===== config.mk =====
export PLATFORM = sky130hd
export DESIGN_NAME = bram_stream_reader_flat
export DESIGN_NICKNAME = d
export VERILOG_FILES = /design/src/rtl/bram_stream_reader_if.sv /design/src/rtl/bram_stream_reader.sv /design/src/flat_wrapper.sv
export SDC_FILE = /design/constraint.sdc
export NUM_CORES = 1
export LEC_CHECK = 0
export BUFFER_PORTS_ARGS = -buffer_cell sky130_fd_sc_hd__buf_4
export CAP_MARGIN = 20
export CORE_MARGIN = 2
export CORE_UTILIZATION = 46
export CTS_CLUSTER_SIZE = 28
export DETAILED_ROUTE_END_ITERATION = 8
export GPL_TIMING_DRIVEN = 0
export PLACE_DENSITY = 0.68
export SLEW_MARGIN = 20
export SYNTH_ARGS = -nofsm -noshare
export SYNTH_HDL_FRONTEND = slang
export SYNTH_SLANG_ARGS = --single-unit

===== constraint.sdc =====
create_clock -name clk -period 6.1 [get_ports clk]
set_input_delay 0.61 -clock clk [delete_from_list [all_inputs] [get_ports clk]]
set_output_delay 0.61 -clock clk [all_outputs]
set_load 0.1 [all_outputs]

===== src/rtl/bram_stream_reader_if.sv =====
// rtl/bram_stream_reader_if.sv - command, BRAM read port and output stream bundle for bram_stream_reader
// cmd_stride exists only when BRAM_STREAM_READER_STRIDE_EN is defined.
interface bram_stream_reader_if #(
    parameter int DATA_WIDTH = 16,
    parameter int STRB_WIDTH = DATA_WIDTH / 8,
    parameter int ADDR_WIDTH = 8,
    parameter int LEN_WIDTH  = 8
);
    logic                  cmd_valid;
    logic                  cmd_ready;
    logic [ADDR_WIDTH-1:0] cmd_addr;
    logic [LEN_WIDTH-1:0]  cmd_len;
`ifdef BRAM_STREAM_READER_STRIDE_EN
    logic [ADDR_WIDTH-1:0] cmd_stride;
`endif
    logic                  rden;
    logic                  wren;
    logic [STRB_WIDTH-1:0] wrstrb;
    logic [ADDR_WIDTH-1:0] addr;
    logic [DATA_WIDTH-1:0] din;
    logic [DATA_WIDTH-1:0] dout;
    logic                  dack;
    logic [DATA_WIDTH-1:0] m_axis_tdata;
    logic                  m_axis_tvalid;
    logic                  m_axis_tready;
    logic                  m_axis_tlast;
    logic                  done;

    modport master (
        input  cmd_valid, cmd_addr, cmd_len,
`ifdef BRAM_STREAM_READER_STRIDE_EN
        input  cmd_stride,
`endif
        input  dout, dack, m_axis_tready,
        output cmd_ready, rden, wren, wrstrb, addr, din,
        output m_axis_tdata, m_axis_tvalid, m_axis_tlast, done
    );

    modport slave (
        output cmd_valid, cmd_addr, cmd_len,
`ifdef BRAM_STREAM_READER_STRIDE_EN
        output cmd_stride,
`endif
        output dout, dack, m_axis_tready,
        input  cmd_ready, rden, wren, wrstrb, addr, din,
        input  m_axis_tdata, m_axis_tvalid, m_axis_tlast, done
    );
endinterface


===== src/rtl/bram_stream_reader.sv =====
// rtl/bram_stream_reader.sv - burst reader of one BRAM port re-emitted as a backpressured stream
// BRAM_STREAM_READER_STRIDE_EN adds a per-command address stride (otherwise stride is 1).
module bram_stream_reader #(
    parameter int DATA_WIDTH = 16,
    parameter int STRB_WIDTH = DATA_WIDTH / 8,
    parameter int ADDR_WIDTH = 8,
    parameter int LEN_WIDTH  = 8,
    parameter int FIFO_DEPTH = 4
) (
    input  logic                 clk,
    input  logic                 rstn,
    bram_stream_reader_if.master bus
);
    localparam int PW = $clog2(FIFO_DEPTH);
    localparam int CW = PW + 1;
    localparam logic [CW:0] CREDITS = (CW + 1)'(FIFO_DEPTH);

    typedef enum logic [1:0] {IDLE, READ, DRAIN} state_t;

    state_t                state_q;
    logic [ADDR_WIDTH-1:0] addr_q, next_addr_q, stride_q, stride_in;
    logic [LEN_WIDTH-1:0]  remaining_q, len_q, beats_q;
    logic [CW-1:0]         outstanding_q, outstanding_d, count_q, count_d;
    logic [PW-1:0]         wr_ptr_q, rd_ptr_q;
    logic [DATA_WIDTH-1:0] mem_q [FIFO_DEPTH];
    logic                  rden_q;
    logic                  accept, issue, credit_ok, push, pop, tvalid, tlast;

`ifdef BRAM_STREAM_READER_STRIDE_EN
    assign stride_in = bus.cmd_stride;
`else
    assign stride_in = ADDR_WIDTH'(1);
`endif

    // A word is only launched when a FIFO slot is already reserved for it.
    assign credit_ok     = ({1'b0, outstanding_q} + {1'b0, count_q}) < CREDITS;
    assign accept        = (state_q == IDLE) && bus.cmd_valid;
    assign issue         = (state_q == READ) && credit_ok;
    assign push          = bus.dack && (outstanding_q != '0);
    assign tvalid        = (count_q != '0);
    assign pop           = tvalid && bus.m_axis_tready;
    assign tlast         = tvalid && (beats_q == len_q);
    assign outstanding_d = outstanding_q + CW'(accept | issue) - CW'(push);
    assign count_d       = count_q + CW'(push) - CW'(pop);

    always_ff @(posedge clk) begin
        if (push) begin
            mem_q[wr_ptr_q] <= bus.dout;
        end
    end

    always_ff @(posedge clk or negedge rstn) begin
        if (!rstn) begin
            state_q       <= IDLE;
            addr_q        <= '0;
            next_addr_q   <= '0;
            stride_q      <= '0;
            remaining_q   <= '0;
            len_q         <= '0;
            beats_q       <= '0;
            outstanding_q <= '0;
            count_q       <= '0;
            wr_ptr_q      <= '0;
            rd_ptr_q      <= '0;
            rden_q        <= 1'b0;
        end else begin
            rden_q        <= accept | issue;
            outstanding_q <= outstanding_d;
            count_q       <= count_d;
            if (push) begin
                wr_ptr_q <= wr_ptr_q + PW'(1);
            end
            if (pop) begin
                rd_ptr_q <= rd_ptr_q + PW'(1);
                beats_q  <= beats_q + LEN_WIDTH'(1);
            end
            case (state_q)
                IDLE: begin
                    // The first word is launched on the accept edge itself.
                    if (accept) begin
                        addr_q      <= bus.cmd_addr;
                        next_addr_q <= bus.cmd_addr + stride_in;
                        stride_q    <= stride_in;
                        len_q       <= bus.cmd_len;
                        remaining_q <= bus.cmd_len;
                        beats_q     <= '0;
                        state_q     <= (bus.cmd_len == '0) ? DRAIN : READ;
                    end
                end
                READ: begin
                    if (issue) begin
                        addr_q      <= next_addr_q;
                        next_addr_q <= next_addr_q + stride_q;
                        remaining_q <= remaining_q - LEN_WIDTH'(1);
                        if (remaining_q == LEN_WIDTH'(1)) begin
                            state_q <= DRAIN;
                        end
                    end
                end
                DRAIN: begin
                    if (pop && tlast) begin
                        state_q <= IDLE;
                    end
                end
                default: state_q <= IDLE;
            endcase
        end
    end

    assign bus.cmd_ready     = (state_q == IDLE);
    assign bus.rden          = rden_q;
    assign bus.addr          = addr_q;
    assign bus.wren          = 1'b0;
    assign bus.wrstrb        = '0;
    assign bus.din           = '0;
    assign bus.m_axis_tvalid = tvalid;
    assign bus.m_axis_tdata  = tvalid ? mem_q[rd_ptr_q] : '0;
    assign bus.m_axis_tlast  = tlast;
    assign bus.done          = pop && tlast;
endmodule

===== src/flat_wrapper.sv =====
// flat-port wrapper written by rule: the top's interface ports become plain ports
module bram_stream_reader_flat 
#(
    parameter int DATA_WIDTH = 16,
    parameter int STRB_WIDTH = DATA_WIDTH / 8,
    parameter int ADDR_WIDTH = 8,
    parameter int LEN_WIDTH  = 8,
    parameter int FIFO_DEPTH = 4
)
  (clk, rstn, bus_cmd_valid, bus_cmd_addr, bus_cmd_len, bus_dout, bus_dack, bus_m_axis_tready, bus_cmd_ready, bus_rden, bus_wren, bus_wrstrb, bus_addr, bus_din, bus_m_axis_tdata, bus_m_axis_tvalid, bus_m_axis_tlast, bus_done);
  bram_stream_reader_if #(.DATA_WIDTH(DATA_WIDTH), .STRB_WIDTH(STRB_WIDTH), .ADDR_WIDTH(ADDR_WIDTH), .LEN_WIDTH(LEN_WIDTH)) bus_i ();
  input  logic clk;
  input  logic rstn;
  input wire logic [$bits(bus_i.cmd_valid)-1:0] bus_cmd_valid;
  input wire logic [$bits(bus_i.cmd_addr)-1:0] bus_cmd_addr;
  input wire logic [$bits(bus_i.cmd_len)-1:0] bus_cmd_len;
  input wire logic [$bits(bus_i.dout)-1:0] bus_dout;
  input wire logic [$bits(bus_i.dack)-1:0] bus_dack;
  input wire logic [$bits(bus_i.m_axis_tready)-1:0] bus_m_axis_tready;
  output wire logic [$bits(bus_i.cmd_ready)-1:0] bus_cmd_ready;
  output wire logic [$bits(bus_i.rden)-1:0] bus_rden;
  output wire logic [$bits(bus_i.wren)-1:0] bus_wren;
  output wire logic [$bits(bus_i.wrstrb)-1:0] bus_wrstrb;
  output wire logic [$bits(bus_i.addr)-1:0] bus_addr;
  output wire logic [$bits(bus_i.din)-1:0] bus_din;
  output wire logic [$bits(bus_i.m_axis_tdata)-1:0] bus_m_axis_tdata;
  output wire logic [$bits(bus_i.m_axis_tvalid)-1:0] bus_m_axis_tvalid;
  output wire logic [$bits(bus_i.m_axis_tlast)-1:0] bus_m_axis_tlast;
  output wire logic [$bits(bus_i.done)-1:0] bus_done;
  assign bus_i.cmd_valid = bus_cmd_valid;
  assign bus_i.cmd_addr = bus_cmd_addr;
  assign bus_i.cmd_len = bus_cmd_len;
  assign bus_i.dout = bus_dout;
  assign bus_i.dack = bus_dack;
  assign bus_i.m_axis_tready = bus_m_axis_tready;
  assign bus_cmd_ready = bus_i.cmd_ready;
  assign bus_rden = bus_i.rden;
  assign bus_wren = bus_i.wren;
  assign bus_wrstrb = bus_i.wrstrb;
  assign bus_addr = bus_i.addr;
  assign bus_din = bus_i.din;
  assign bus_m_axis_tdata = bus_i.m_axis_tdata;
  assign bus_m_axis_tvalid = bus_i.m_axis_tvalid;
  assign bus_m_axis_tlast = bus_i.m_axis_tlast;
  assign bus_done = bus_i.done;
  bram_stream_reader #(.DATA_WIDTH(DATA_WIDTH), .STRB_WIDTH(STRB_WIDTH), .ADDR_WIDTH(ADDR_WIDTH), .LEN_WIDTH(LEN_WIDTH), .FIFO_DEPTH(FIFO_DEPTH)) u_core (.clk(clk), .rstn(rstn), .bus(bus_i));
endmodule

### Yosys cells after proc, flatten, opt, wreduce, memory -nomap -nowiden

Memories as Yosys holds them, arrays and structs flattened.
Cells that the tools add are included.

* multiplexer cells: 21
* equality and inequality tests: 8
* order comparisons: 1
* reductions and logical operators: 14
* bitwise gates (word level): 2
* add/subtract/negate cells: 11

Operators by type and width (number)
* $mux W8: 9
* $pmux W8 S2: 3
* $add A8 B1 Y8 const B: 2
* $mux W16: 1
* $mux W2: 5
* $add A8 B1 Y8: 1
* $eq A8 B1 Y1 const B: 1
* $eq A8 B8 Y1: 1
* $logic_not A8 Y1: 1
* $sub A8 B1 Y8 const B: 1
* $logic_and A1 B1 Y1: 6
* $pmux W2 S3: 1
* $reduce_bool A3 Y1: 2
* $sub A3 B1 Y3: 2
* $add A2 B1 Y2 const B: 2
* $add A3 B3 Y4: 1
* $lt A4 B3 Y1 const B: 1
* $ne A2 B1 Y1 const B: 2
* $ne A2 B2 Y1 const B: 2
* $reduce_and A4 Y1: 1
* $add A3 B1 Y3: 1
* $add A3 B3 Y3: 1
* $reduce_and A3 Y1: 1
* $eq A2 B1 Y1 const B: 1
* other kinds (6): 8

* register bits: 54
* output and inout port bits: 48
* memory bits (writable): 64
* word-level logic and storage cells: 70
* input port bits: 37
* memories kept: 1

Memory list
* u_core.mem_q: words 4, width 16, read ports 1, clocked after Yosys merged registers in 0, wr ports 1, RTL line bram_stream_reader.sv:25 `logic [DATA_WIDTH-1:0] mem_q [FIFO_DEPTH];`

### Depth between registers and ports, before layout

* depth after elaboration: 6
* depth in mapped cells: 9
* gate-level depth less buffers: 8

### Worst setup path before layout

No wires, ideal clock.

* path kind: reg-to-output
* start: register u_core.rd_ptr_q[0]
* end: output port bus_m_axis_tdata[10]
* path buffers: 2
* data arrival time: 2.417 ns
* data required time: 5.490 ns
* setup slack: 3.073 ns
* cell stages (with the launch flop): 5
* path through: dfrtp_1 buf_2 buf_4 mux4_2 nor2b_1

* cells in the longest elaborated chain, start to end: 2

RTL lines
* start: declaration: RTL line bram_stream_reader.sv:24 `logic [PW-1:0] wr_ptr_q, rd_ptr_q;`
* start signal: assignment: RTL line bram_stream_reader.sv:74 `rd_ptr_q <= rd_ptr_q + PW'(1);`
* $mem_v2 Z4 W16
* $mux W16: RTL line bram_stream_reader.sv:117 `assign bus.m_axis_tdata = tvalid ? mem_q[rd_ptr_q] : '0;`
* end: declaration: RTL line flat_wrapper.sv:26 `output wire logic [$bits(bus_i.m_axis_tdata)-1:0] bus_m_axis_tdata;`

Every way passes these cells.

### Final worst setup path

* start: register u_core.count_q[0]
* end: output port bus_m_axis_tlast

* cells in the longest elaborated chain, start to end: 2

RTL lines
* start: declaration: RTL line bram_stream_reader.sv:23 `logic [CW-1:0] outstanding_q, outstanding_d, count_q, count_d;`
* start signal: assignment: RTL line bram_stream_reader.sv:69 `count_q <= count_d;`
* $reduce_bool A3 Y1: RTL line bram_stream_reader.sv:40 `assign tvalid = (count_q != '0);`
* $logic_and A1 B1 Y1: RTL line bram_stream_reader.sv:42 `assign tlast = tvalid && (beats_q == len_q);`
* end: declaration: RTL line flat_wrapper.sv:28 `output wire logic [$bits(bus_i.m_axis_tlast)-1:0] bus_m_axis_tlast;`

Every way passes these cells.

==> flow_summary.yaml <==
timing:
  finalCriticalPeriod_ps: 2864
  finalHoldViolCount: 0
  tns_ps: 0
  max_freq_ghz: 0.3491
  max-slew-margin-rel_pct: 42.12
  worstMarginPinSlew_ps: 868.2
  drv_slew: 0
  fin_crit_sh_pct: 46.96
  grt_setup_unrepaired: "false"
  setup_viol: 0
  fin_skew_ps: 10.23
clock_tree:
  clk_latency_ps: 420
  numCtsBuffers: 17
  postCtsSetupBuffers: 0
  cts_tree: "built"
  clk_pin_slew_ps: 60
  clockBufferDepth: 2
  cts_sinks: 118
  cts_max_level: 4
  hold_buffers: 0
  cts_resized: 0
  cts-root-buf: "clkbuf_16"
worst_setup_path:
  worstPathRequired_ps: 5490
  crit-reg2reg-capture: "u_core.outstanding_q[2]"
  cp.arrival_ps: 2250
  r2r-start: "u_core.count_q[1]"
  rrSetupSlack_ps: 3550
  worstSetupStartpointType: "flop"
  path_class: "reg -> out"
  cp-end-kind: "primary output"
  crit_fanout: 10
  ff2ff_path_depth: 9
placed_design:
  port_buffers: 65
  dp_hpwl_um: 8060
  gp_congestion: 0.7932
synthesis:
  yosysWarnings: 0
  ys.flop_type: "edfxtp_1"
  synth.cell_area_sq_mm: 0.005575
  synth_top_area_share_pct: 34.47
  async_reset_ff_share_pct: 45.76
  ys_ff_latch: 118
  avgSynthCellArea_sq_um: 12.50
  syn_inst: 446
  synth-edff-count: 64
  yosys.area.top_type: "edfxtp_1"
  ys_seq_area_share_pct: 58.71
  ys_top_cells_by_area: "edfxtp_1, dfrtp_1, mux4_2"
  yosysUniqueCellTypes: 54
drt:
  vias_per_cell: 5.342
  wl_met3_um: 646
  drtIter0Drc: 182
  wl_per_cell_um: 16.39
  first_pass_iters: 4
  wl_met2_um: 5800
  drc: 0
  routed_wl_um: 11610
  ant_nets: 0
  vias: 3782
  wl_met1_um: 5001
  routed.top_layer: "met4"
finish:
  area_delta_synth_final_pct: 24.12
  drive_gt1_share_pct: 27.63
  multi_input_area_sq_mm: 0.002087
  num-nets-final: 603
  num_antenna_cells: 0
  regArea_sq_mm: 0.003273
  fillerInstances: 982
grt:
  grt_pass1_vias: 3851
  grt_first_pass_wirelength_um: 19020
  grt_max_degree: 55
  overflow: 0
  track_usage_pct: 19.07
  antenna_found_initial: 0
floorplanning:
  die_y_um: 114.1
  coreArea_sq_mm: 0.01191
  ios: 85
  design.die.area_sq_mm: 0.01302
  rows: 40
  start_util_pct: 46.81
  die_x_um: 114.1
status:
  status: "finished clean"
job:
  maxCapViolations: 0
hold_path:
  hp-class: "in -> async"
per-layer routing:
metal  vias up  global-route usage [%]
met3        14                   5.029
li1       1773                       -
met2       123                   31.27
met5         -                       0
met4         0                   6.748
met1      1872                   24.73
worst max-delay path, cell delays in order (launching register included):
cell      delay, ps
dfrtp_1         440
nor3_2          670
clkbuf_1        390
nor2_1           90
buf_4           240
cells in the final DEF, fill, tap and decap left out, drive strengths merged, types with 3 or more instances in the layout:
cell / count
xnor2: 13
clkbuf: 23
inv: 22
clkinvlp: 3
edfxtp: 64
dfrtp: 54
a31oi: 13
buf: 95
nand2: 59
o22a: 3
o211ai: 3
a21oi: 10
a22oi: 4
xor2: 13
nor3: 6
ha: 16
clkinv: 3
nand4: 4
nand3: 12
and3: 6
nor2: 29
nor4: 5
or4: 3
o21ai: 17
mux4: 16
nor2b: 16
conb: 19
and2: 4
area by class of cell:
type,instances,share of cell area (%)
Sequential cell,118,47.30
Buffer,35,3.218
Clock inverter,14,2.405
Inverter,16,0.8678
Tap cell,147,2.658
Clock buffer,18,6.346
Multi-Input combinational cell,295,30.16
Timing Repair Buffer,65,7.051
metrics by stage:
| stage | setup WS [ps] | utilization (%) | hold WS, ps | cells | instance area, sq um |
|---|---|---|---|---|---|
| 6_report | 3236 | 58.10 | 242.6 | 708 | 6920 |
| 5_1_grt | 3097 | 58.10 | 301.7 | 708 | 6920 |
| 4_1_cts | 3182 | 58.10 | 267.2 | 708 | 6920 |
| 3_5_place_dp | 3541 | 53.01 | 476.9 | 676 | 6315 |
| 3_3_place_gp | 3592 | 53.01 | 484.0 | 676 | 6315 |
| 2_1_floorplan | 3073 | - | 314.4 | 464 | 5643 |
worst max-delay path by stage:
stage,from,endpoint,cells past startpoint
floorplan,u_core.rd_ptr_q[0],bus_m_axis_tdata[10],4
global placement,u_core.count_q[1],u_core.outstanding_q[2],9
detailed placement,u_core.count_q[1],u_core.outstanding_q[2],9
CTS,u_core.rd_ptr_q[0],bus_m_axis_tdata[10],5
global route,u_core.count_q[0],bus_m_axis_tdata[13],4
finish,u_core.count_q[0],bus_m_axis_tlast,4
registers in the layout (all words and copies together), names as in the netlist:
name and count:
u_core.stride_q 1, u_core.count_q 3, u_core.len_q 8, u_core.next_addr_q 8, u_core.wr_ptr_q 2, u_core.mem_q 64
u_core.bus.addr 8, u_core.outstanding_q 3, u_core.bus.rden 1, u_core.remaining_q 8, u_core.state_q 2, u_core.beats_q 8
u_core.rd_ptr_q 2
synthesized netlist by cell type, types with 6 or more instances:
master	count
a21oi_1	10
a31oi_1	12
and3_1	6
buf_2	9
buf_4	21
dfrtp_1	54
edfxtp_1	64
ha_1	16
inv_1	14
mux4_2	16
nand2_1	59
nand3_1	12
nor2_1	29
nor2b_1	16
o21ai_0	10
o21ai_1	6
xnor2_1	13
xor2_1	13
cell families after synthesis:
logic type,share of synthesized area (%)
fa+ha+maj,4.309
buf+inv,5.072
flops,58.71
simple gates,13.31
compound gates,7.990
xor+xnor,4.084
mux,6.463
other cells,0.06726
Power is not shown: default switching activity piles up to over one toggle a cycle in this logic, so the estimate is an artifact.
